==> src/rtl/stopwatch_ctrl.sv <==
// Run/stop/lap/clear sequencer for the stopwatch digit chain: debounces the two
// push keys, paces the hundredths tick and drives clear/hold for the display.
module stopwatch_ctrl #(
  parameter int CLK_HZ          = 50000000,
  parameter int TICK_HZ         = 100,
  parameter int DEBOUNCE_CYCLES = 500000
) (
  input  logic       clock,
  input  logic       reset,
  input  logic       key_start_n,
  input  logic       key_lap_n,
  output logic       tick,
  output logic       clear,
  output logic       hold,
  output logic       running,
  output logic [1:0] state
);

  localparam int DIV = CLK_HZ / TICK_HZ;
  localparam int PW  = (DIV > 1) ? $clog2(DIV) : 1;
  localparam int CW  = (DEBOUNCE_CYCLES > 1) ? $clog2(DEBOUNCE_CYCLES) : 1;
  localparam logic [PW-1:0] PRESC_LAST = PW'(DIV - 1);
  localparam logic [CW-1:0] DEB_LAST   = CW'(DEBOUNCE_CYCLES - 1);

  typedef enum logic [1:0] {
    ST_IDLE = 2'd0,
    ST_RUN  = 2'd1,
    ST_LAP  = 2'd2,
    ST_STOP = 2'd3
  } state_e;

  if ((CLK_HZ % TICK_HZ) != 0 || DIV < 2) begin : g_bad_div
    $error("stopwatch_ctrl: CLK_HZ/TICK_HZ must be an integer >= 2");
  end
  if (DEBOUNCE_CYCLES < 2) begin : g_bad_deb
    $error("stopwatch_ctrl: DEBOUNCE_CYCLES must be >= 2");
  end

  // Bit 0 is the start/stop key, bit 1 the lap/clear key.
  logic [1:0]    raw_s;
  logic [1:0]    sync1_r, sync2_r, deb_r, deb_d_r, press_r;
  logic [CW-1:0] cnt_r [2];
  logic          start_ev_s, lap_ev_s;
  state_e        state_r, next_s;
  logic [PW-1:0] presc_r;
  logic          tick_r, clear_r, hold_r, running_r;

  assign raw_s = {key_lap_n, key_start_n};

  // Key synchronizers, debounce counters and registered press detection.
  always_ff @(posedge clock) begin
    if (reset) begin
      sync1_r  <= 2'b11;
      sync2_r  <= 2'b11;
      deb_r    <= 2'b11;
      deb_d_r  <= 2'b11;
      press_r  <= 2'b00;
      cnt_r[0] <= {CW{1'b0}};
      cnt_r[1] <= {CW{1'b0}};
    end else begin
      sync1_r <= raw_s;
      sync2_r <= sync1_r;
      deb_d_r <= deb_r;
      press_r <= deb_d_r & ~deb_r;
      for (int i = 0; i < 2; i++) begin
        if (sync2_r[i] == deb_r[i]) begin
          cnt_r[i] <= {CW{1'b0}};
        end else if (cnt_r[i] == DEB_LAST) begin
          deb_r[i] <= sync2_r[i];
          cnt_r[i] <= {CW{1'b0}};
        end else begin
          cnt_r[i] <= cnt_r[i] + 1'b1;
        end
      end
    end
  end

  // A start press takes priority; a simultaneous lap press is dropped.
  assign start_ev_s = press_r[0];
  assign lap_ev_s   = press_r[1] & ~press_r[0];

  // Next-state selection from the key events.
  always_comb begin
    next_s = state_r;
    case (state_r)
      ST_IDLE: begin
        if (start_ev_s) next_s = ST_RUN;
        else            next_s = ST_IDLE;
      end
      ST_RUN: begin
        if (start_ev_s)    next_s = ST_STOP;
        else if (lap_ev_s) next_s = ST_LAP;
        else               next_s = ST_RUN;
      end
      ST_LAP: begin
        if (start_ev_s)    next_s = ST_STOP;
        else if (lap_ev_s) next_s = ST_RUN;
        else               next_s = ST_LAP;
      end
      ST_STOP: begin
        if (start_ev_s)    next_s = ST_RUN;
        else if (lap_ev_s) next_s = ST_IDLE;
        else               next_s = ST_STOP;
      end
      default: next_s = ST_IDLE;
    endcase
  end

  // State register, prescaler and registered outputs; STOP freezes the phase.
  always_ff @(posedge clock) begin
    if (reset) begin
      state_r   <= ST_IDLE;
      presc_r   <= {PW{1'b0}};
      tick_r    <= 1'b0;
      clear_r   <= 1'b1;
      hold_r    <= 1'b0;
      running_r <= 1'b0;
    end else begin
      state_r   <= next_s;
      clear_r   <= (next_s == ST_IDLE);
      hold_r    <= (next_s == ST_LAP);
      running_r <= (next_s == ST_RUN) || (next_s == ST_LAP);
      if (state_r == ST_RUN || state_r == ST_LAP) begin
        if (presc_r == PRESC_LAST) begin
          presc_r <= {PW{1'b0}};
          tick_r  <= 1'b1;
        end else begin
          presc_r <= presc_r + 1'b1;
          tick_r  <= 1'b0;
        end
      end else if (state_r == ST_STOP && next_s != ST_IDLE) begin
        presc_r <= presc_r;
        tick_r  <= 1'b0;
      end else begin
        presc_r <= {PW{1'b0}};
        tick_r  <= 1'b0;
      end
    end
  end

  assign state   = state_r;
  assign tick    = tick_r;
  assign clear   = clear_r;
  assign hold    = hold_r;
  assign running = running_r;

endmodule

==> config.mk <==
export PLATFORM = sky130hd
export DESIGN_NAME = stopwatch_ctrl
export DESIGN_NICKNAME = d
export VERILOG_FILES = /design/src/rtl/stopwatch_ctrl.sv
export SDC_FILE = /design/constraint.sdc
export NUM_CORES = 1
export LEC_CHECK = 0
export BUFFER_PORTS_ARGS = -buffer_cell sky130_fd_sc_hd__buf_2
export CAP_MARGIN = 0
export CORE_UTILIZATION = 55
export CTS_BUF_LIST = sky130_fd_sc_hd__clkbuf_8
export CTS_CLUSTER_DIAMETER = 40
export DETAILED_ROUTE_END_ITERATION = 10
export PLACE_DENSITY = 0.82
export SLEW_MARGIN = 40
export SYNTH_ARGS = -nofsm -noshare
export SYNTH_HDL_FRONTEND = slang
export SYNTH_SLANG_ARGS = --single-unit
==> constraint.sdc <==
create_clock -name clock -period 2.62 [get_ports clock]
set_input_delay 0.786 -clock clock [delete_from_list [all_inputs] [get_ports clock]]
set_output_delay 0.786 -clock clock [all_outputs]
set_load 0.01 [all_outputs]
Yosys cells after proc, flatten, opt, wreduce, memory -nomap -nowiden

Memory sizes are Yosys's and may differ from the RTL's.
Cells that the tools add are included.

ROM bits: 0
Register bits: 35
Memories kept: 1
Bits in latches: 0
Memory bits (writable): 38
Input bits: 4

Order comparisons: 0
Equality and inequality tests: 11
Divide/modulo/power cells: 0
Shift operators: 0
Multipliers: 0
Muxes and demuxes: 42
Add/subtract/negate cells: 3
Reduce and logical (&&, ||, !) cells: 9
Bitwise operators: 13

Memories:

| memory | words | width | rd ports | clocked after memory_dff | write ports | RTL line | text |
|---|---|---|---|---|---|---|---|
| cnt_r  | 2     | 19    | 2        | 0                        | 2           | 42       | `logic [CW-1:0] cnt_r [2];` |

Operators by type and width:

| kind                                                                  | number |
|---|---|
| 19-bit two-way mux                                                    | 9 |
| 19-bit by 1-bit adder with 19-bit output, second input constant       | 3 |
| 19-bit equality test, second input constant                           | 3 |
| 1-bit two-way mux                                                     | 26 |
| 2-bit two-way mux                                                     | 6 |
| 2-bit one-hot mux with 4 select lines                                 | 1 |
| 2-bit equality test, second input constant                            | 3 |
| 1-bit OR                                                              | 6 |
| 2-bit by 1-bit equality test with 1-bit output, second input constant | 2 |
| 2-bit logical NOT                                                     | 2 |
| 1-bit inverter                                                        | 4 |
| 2-bit AND reduction                                                   | 2 |
| 2-bit AND                                                             | 1 |
| 1-bit equality test                                                   | 2 |
| 1-bit logical OR                                                      | 2 |
| 2-bit inequality test, second input constant                          | 1 |
| 2-bit inverter                                                        | 1 |
| 2-bit nonzero test                                                    | 1 |
| 2-bit OR reduction                                                    | 1 |
| 1-bit AND                                                             | 1 |
| 1-bit logical AND                                                     | 1 |

Logic depth before layout (Yosys ltp)

Gate-level depths: netlist of run 1.

Word-level depth: 9
Gate-level depth with buffers: 11
Mapped depth without buffers: 11

Worst setup path before layout of run 1

OpenSTA, ideal clock, no wires.

Path kind: flip-flop to flip-flop
Start point: register state_r[0], in the netlist state[0]
End point: register presc_r[10]
Arrival time: 1945 ps
Setup time: 131 ps
Buffers on the path: 1
Data required time: 2489 ps
Cell stages (with the launch flop): 12
Setup slack: 544 ps
Cells stage by stage: dfxtp_1 > inv_1 > ha_1 > nor3_1 > a21oi_1 > o21ai_0 > ha_1 > nor2_1 > nand2_1 > or2_2 > buf_1 > a31oi_1

Longest elaborated chain between the ends: 5
Elaborated cells on any way between the ends: 10
Those cells by class: eq/ne (4); mux (2); reduce/logical (4)

Ends and longest elaborated chain:

| what                                              | RTL line | text |
|---|---|---|
| start, declared                                   | 44       | `state_e state_r, next_s;` |
| start signal, assigned                            | 119      | `state_r <= next_s;` |
| 2-bit equality test, or another cell as far along | 85, 131  |  |
| 2-bit one-hot mux with 4 select lines             | 85       | `case (state_r)` |
| 2-bit nonzero test                                | 131      | `end else if (state_r == ST_STOP && next_s != ST_IDLE) begin` |
| 1-bit logical AND                                 | 131      |  |
| 2-bit inequality test (no source line)            | --       |  |
| end signal, assigned                              | 128      | `presc_r <= presc_r + 1'b1;` |
| end signal, assigned                              | 132      | `presc_r <= presc_r;` |
| end signal, assigned                              | 135      | `presc_r <= {PW{1'b0}};` |
| end, declared                                     | 45       | `logic [PW-1:0] presc_r;` |

Several ways; a longest one is shown, not always the timed one.
A chain may end at the register's enable or synchronous reset.

Worst setup path in the final report of run 1

Start point: register state_r[0], in the netlist state[0]
End point: register presc_r[3]

Same word-level chain as after synthesis.

==> results.cfg, run 1 <==
[status]
status = finished, final reports clean

[timing]
finalSetupViolations = 0
min_period_over_period_pct = 87.0
slew_headroom_pct = 56.6
hold_viol_final = 0
slew_at_the_pin_with_the_worst_max_slew_slack_ns = 0.645
fin_hold_ws_ns = 0.410
drv_slew = 0
fin_setup_tns_ns = 0
fin_crit_ns = 2.28
setup_repair_after_global_routing_missed_its_margin = no
maxClockFrequency_mhz = 438
fin_skew_ns = 0.00744

[drt]
routed_via_density = 5.34
first_iter_violations = 78
routed_vias = 2705
router_iterations_before_antenna_repair = 4
routed_wl_um = 6220
drtAntennaViolNets = 0
drcViolationCount = 0
wl_per_cell_um = 12.3

[clock_network]
clk_latency_ns = 0.35
path_clk_slew_ns = 0.08
clock_tree.root_cell = clkbuf_8
htreeDepth = 3
number_of_buffers_inserted_during_clock_tree_synthesis = 9
cts_hold_buffers = 0
cts_tree = built
clock-sinks = 73
clock_path_buffers = 2

[cells_and_area]
finish.instance_area_sq_um = 4040
fin_nets = 438
drive_above_1_share_pct = 9.53
antenna_cells_inserted = 0
finished_core_util_pct = 63.6
area_delta_synth_final_pct = 12.1

[setup_path]
worst_r2r_endpoint = presc_r[3]$_SDFFE_PP0P_
timing.critical_path.slowest_cell_delay_ns = 0.39
critical_path_buf_inv_count = 1
cells_along_the_critical_path = inv_1, ha_1, nor3_1, a21oi_1, o21ai_0, ha_1, nor2_1, nand2_1, nor2_2, a21o_1, a22o_1
critical-path-slowest-cell = dfxtp_1
timing.critical_path.fanout_max = 8
timing.critical_path.max_delay_family = compound AO/OA/AOI/OAI gates
cp_data_arrival_time_ns = 2.53
r2r_slack_ns = 0.34
setup.worst_path.class = reg2reg
critical_path.startpoint_type = flip-flop
worst-endpoint-required_ns = 2.87
cp-end-kind = flip-flop
reg2regPathDepth = 11
crit-reg2reg-launch = state[0]$_SDFF_PP0_
cp_common_cell = ha_1

[synth]
part_of_the_yosys_area_used_for_sequential_elements_pct = 51.1
synth.distinct_cells = 43
synth_top_area_cell = edfxtp_1
synth.top_cells.by_area = edfxtp_1, dfxtp_1, nor2_1
synth-warning-count = 0
synth_largest_type_area_fraction_pct = 31.7
number_of_enable_flip_flop_cells_after_synthesis = 38
synth-seq-cells = 73
netlist_instances = 376
synthesis.area_sq_um = 3600
syn-mean-instance-area_sq_um = 9.58
ys_dominant_reg_cell = edfxtp_1
asyncSetResetFlopFracSynth_pct = 0

[floorplan]
dieWidth_um = 82.9
placementRows = 29
die_area_sq_um = 6880
die_h_um = 82.9
coreArea_sq_um = 6350
io_pins = 10
initial_utilization_pct = 56.7

[grt]
initial_antenna_violation_count = 0
grt_pass1_vias = 2572
grt-ovfl-total = 0
groute.usage.overall_pct = 19.7
grt_first_pass_wirelength_um = 11000
grt_start_max_net_pins = 28

[power]
peakVddDrop_mv = 0.344
total_power_mw = 2.20
clockPowerShare_pct = 40.1
power.combinational.fraction_pct = 2.8
power_frac_seq_pct = 57.1
power.switching_mw = 0.504
p_sw_share_pct = 22.9
internal_power_mw = 1.70
power_leakage_nw = 1.52
power_density_nw_per_um2 = 544

[run]
max_cap_viol_count = 0

[placed_design]
detailedPlacementHpwl_um = 4330
dpl_cell_area_sq_um = 3840
io_buffers = 9
gp_routability_congestion = 0.812

[worst_hold_path]
whs_endpoint = press_r[0]$_SDFF_PP0_
hold_path_class = reg2reg
number_of_instances_on_the_worst_hold_path = 2
worst_hold_startpoint = deb_d_r[0]$_SDFF_PP1_
## cell families after synthesis
family	Yosys count	synth area share, %
AO/OA/AOI/OAI	42	7.54
flip-flops	73	51.1
AND/OR/NAND/NOR	184	24.9
buffers and inverters	26	3.16
adder cells (fa/ha/maj)	9	3.13
multiplexers	2	0.556
other	1	0.104
XOR/XNOR	39	9.48
## per-layer routing
layer,vias to the layer above,global-route usage (%),wire length (um)
met1,1276,25.0,2950
met3,11,2.98,182
met5,-,0,0
li1,1374,-,-
met4,0,10.8,146
met2,44,32.4,2940
## tightest hold or removal path, cell delays in order, from the launching register on
cell     delay [ns]
dfxtp_1        0.30
inv_1          0.04
nor2_1         0.03
## stage by stage
step           cells  worst slack [ns]
3_5_place_dp     491             0.324
5_1_grt          507            0.0611
4_1_cts          507             0.279
2_1_floorplan    413             0.544
3_3_place_gp     491             0.481
6_report         507             0.339
## how the worst max path moves through the flow
stage,end,cells past startpoint,startpoint,slack (ns)
3_5_place_dp,presc_r[3]$_SDFFE_PP0P_,11,state[0]$_SDFF_PP0_,0.32
5_1_grt,presc_r[3]$_SDFFE_PP0P_,11,state[0]$_SDFF_PP0_,0.06
4_1_cts,presc_r[6]$_SDFFE_PP0P_,10,state[0]$_SDFF_PP0_,0.28
3_3_place_gp,presc_r[3]$_SDFFE_PP0P_,11,state[0]$_SDFF_PP0_,0.48
6_report,presc_r[3]$_SDFFE_PP0P_,11,state[0]$_SDFF_PP0_,0.34
2_1_floorplan,presc_r[10]$_SDFFE_PP0P_,11,state[0]$_SDFF_PP0_,0.54
## power groups by stage
stage	Combinational, mW	Sequential, mW	Clock (mW)
after floorplan	0.0507	1.28	0
after global placement	0.0574	1.28	0
after detailed placement	0.0587	1.28	0
after CTS	0.0593	1.26	0.897
after global routing	0.0705	1.26	0.939
final	0.0610	1.26	0.882
## Yosys cell counts (5+ instances only)
master,number
a21oi_1,10
a31oi_1,11
and3_1,5
dfxtp_1,35
edfxtp_1,38
ha_1,9
inv_1,16
nand2_1,33
nand3_1,23
nand4_1,10
nor2_1,67
nor3_1,8
nor4_1,5
o21ai_0,8
or2_2,10
xnor2_1,15
xor2_1,24
## area by class of cell
cell class	instances	area, sq um
Clock inverter	7	68.8
Tap cell	77	96.3
Inverter	16	60.1
Clock buffer	9	124
Sequential cell	73	1840
Timing Repair Buffer	11	60.1
Multi-Input combinational cell	314	1790
Fill cell	534	2310
## sequential cells by signal, indices dropped and copies added, names as in the netlist
name / cells
hold: 1
presc_r: 19
deb_d_r: 2
cnt_r: 38
sync1_r: 2
clear: 1
press_r: 2
tick: 1
state: 2
running: 1
sync2_r: 2
deb_r: 2
## cells in the final DEF (no fill, tap or decap), types with 3 or more instances in the layout
cell type  Yosys  layout
a21oi_1       10      10
conb_1         1      38
edfxtp_1      38      38
nor4_1         5       5
inv_1         16      17
buf_2          4       9
and2_1         3       3
and4_1         3       3
a31oi_1       11      11
or2_2         10      10
a22o_1         4       4
nand2_1       33      33
nor2_1        67      66
nand2b_1       4       4
nor4b_1        4       4
nor3_1         8       8
clkbuf_8       0       9
xor2_1        24      24
nand3_1       23      23
xnor2_1       15      15
and3_1         5       5
ha_1           9       9
nand4_1       10      10
o21ai_0        8       8
dfxtp_1       35      35
## repair_timing
item                                    CTS  global route
gates resized for setup                   0             1
endpoints found under the setup margin    0             2
setup buffers                             0             0
(Power assumes the default switching activity.)
==> run 2, diff against run 1 <==
- PLACE_DENSITY: 0.82 -> 0.8
==> run 2 against run 1 <==
Via count shrank 1.3%. Sequential power about the same. Utilization decreased by 0.63 points. Final area shrank 0.99%. Critical endpoint unchanged. Highest routed layer unchanged.
==> results.cfg, run 2 (synthesized netlist as in run 1, its figures left out) <==
[status]
status = finished, final reports clean

[worst_hold_path]
number_of_instances_on_the_worst_hold_path = 2
hold_path_class = reg2reg

[setup_path]
cp_data_arrival_time_ns = 2.61
timing.critical_path.slowest_cell_delay_ns = 0.39
reg2regPathDepth = 11
critical-path-slowest-cell = dfxtp_1
cp-end-kind = flip-flop
setup.worst_path.class = reg2reg
worst-endpoint-required_ns = 2.86
critical_path.startpoint_type = flip-flop
timing.critical_path.fanout_max = 8
cells_along_the_critical_path = inv_1, ha_1, nor3_1, a21oi_1, o21ai_0, ha_1, nor2_1, nand2_1, nor2_1, a21o_1, a22o_1

[drt]
routed_wl_um = 6120
drcViolationCount = 0
wl_per_cell_um = 12.1
drtAntennaViolNets = 0
routed_via_density = 5.27
router_iterations_before_antenna_repair = 4
first_iter_violations = 134
routed_vias = 2670

[cells_and_area]
flip_flop_count_of_the_largest_register_after_layout = 38
fillCellCount = 535
area_delta_synth_final_pct = 11.0
final_cell_mix = nor2_1, edfxtp_1, conb_1
finish.instance_area_sq_um = 4000
antenna_cells_inserted = 0
top_register = cnt_r
fin_nets = 438
finished_core_util_pct = 63.0
top_regs = cnt_r (38), presc_r (19)
drive_above_1_share_pct = 8.60
mostFrequentLayoutCell = nor2_1

[placed_design]
io_buffers = 9
gp_routability_congestion = 0.850
post-place-ws_ns = 0.294
detailedPlacementHpwl_um = 4290
dpl_cell_area_sq_um = 3840

[clock_network]
clk_latency_ns = 0.34
htreeDepth = 3
clock_tree.root_cell = clkbuf_8
number_of_buffers_inserted_during_clock_tree_synthesis = 9
path_clk_slew_ns = 0.08
number_of_buffers_inserted_by_post_cts_setup_repair = 0
cts_tree = built
clock-sinks = 73
cts_hold_buffers = 0
clock_path_buffers = 2
postCtsResizedCells = 0

[grt]
grt-ovfl-total = 0
grt_first_pass_wirelength_um = 10800
met1_layer_usage_reported_by_global_route_pct = 23.5
globalRouteMet2Util_pct = 33.1
grt_pass1_vias = 2582
most_heavily_used_metal_layer_in_global_routing = met2
initial_antenna_violation_count = 0
groute.layer.met3.usage_pct = 2.98
groute.usage.overall_pct = 19.4
grt_start_max_net_pins = 28

[floorplan]
initial_utilization_pct = 56.7
die_area_sq_um = 6880
coreArea_sq_um = 6350
placementRows = 29
io_pins = 10
dieWidth_um = 82.9
die_h_um = 82.9

[power]
internal_power_mw = 1.58
power_density_nw_per_um2 = 512
power_frac_seq_pct = 61.4
clockPowerShare_pct = 35.6
power.switching_mw = 0.464
p_sw_share_pct = 22.7
power_leakage_nw = 1.52
power.combinational.fraction_pct = 2.9
peakVddDrop_mv = 0.319

[timing]
fin_setup_tns_ns = 0
min_period_over_period_pct = 90.6
fin_crit_ns = 2.37
hold_viol_final = 0
drv_slew = 0
maxClockFrequency_mhz = 421
fin_skew_ns = 0.0106
setup_repair_after_global_routing_missed_its_margin = no
slew_at_the_pin_with_the_worst_max_slew_slack_ns = 0.651
setup_ws_ns = 0.247
finalSetupViolations = 0
slew_headroom_pct = 56.2

[run]
max_cap_viol_count = 0
==> run 2: cell types whose count changed in the layout (fill, tap and decap cells not counted), sizes merged <==
cell | before | now
bufinv | 1 | 0
inv | 20 | 21
==> run 2: path summary, 6_finish.rpt <==
kind | start | end | slack, ns
max reg2reg | state[0]$_SDFF_PP0_ | presc_r[3]$_SDFFE_PP0P_ | 0.25
min reg2reg | deb_d_r[0]$_SDFF_PP1_ | press_r[0]$_SDFF_PP0_ | 0.41
max | state[0]$_SDFF_PP0_ | presc_r[3]$_SDFFE_PP0P_ | 0.25
min | deb_d_r[0]$_SDFF_PP1_ | press_r[0]$_SDFF_PP0_ | 0.41
==> run 2: final cells by class <==
cell class                 count  area, sq um  area share [%]
multi-input combinational    314         1790            44.7
tap                           77         96.3            2.41
timing repair buffer          11         60.1            1.50
clock inverter                 7         31.3           0.782
inverter                      16         60.1            1.50
clock buffer                   9          124            3.10
sequential                    73         1840            46.0
==> run 2: worst max-delay path, delay by kind of cell (launching register included) <==
| family | cells | cell delay (ns) |
|---|---|---|
| simple gates | 4 | 0.57 |
| compound gates | 4 | 0.77 |
| fa+ha+maj | 2 | 0.47 |
| buf+inv | 1 | 0.09 |
| flops | 1 | 0.39 |
==> run 2: power by group through the flow <==
stage	Sequential, mW	Combinational [mW]	Clock (mW)
2_1_floorplan	1.28	0.0507	0
3_3_place_gp	1.28	0.0577	0
3_5_place_dp	1.28	0.0582	0
4_1_cts	1.26	0.0589	0.742
5_1_grt	1.26	0.0703	0.782
6_report	1.26	0.0602	0.729
==> run 2: stage by stage <==
| stage | instances | total power [mW] | hold WS, ns |
|---|---|---|---|
| after floorplan | 413 | 1.33 | 0.389 |
| after global placement | 491 | 1.34 | 0.392 |
| after detailed placement | 491 | 1.34 | 0.398 |
| after CTS | 507 | 2.06 | 0.409 |
| after global routing | 507 | 2.11 | 0.423 |
| final | 507 | 2.05 | 0.410 |
==> run 2: metal layers <==
metal | vias up | wire length [um] | part of all wire, %
met2 | 42 | 2960 | 48
met3 | 8 | 161 | 2.6
li1 | 1374 | - | -
met1 | 1246 | 2890 | 47
met5 | - | 0 | 0
met4 | 0 | 106 | 1.7
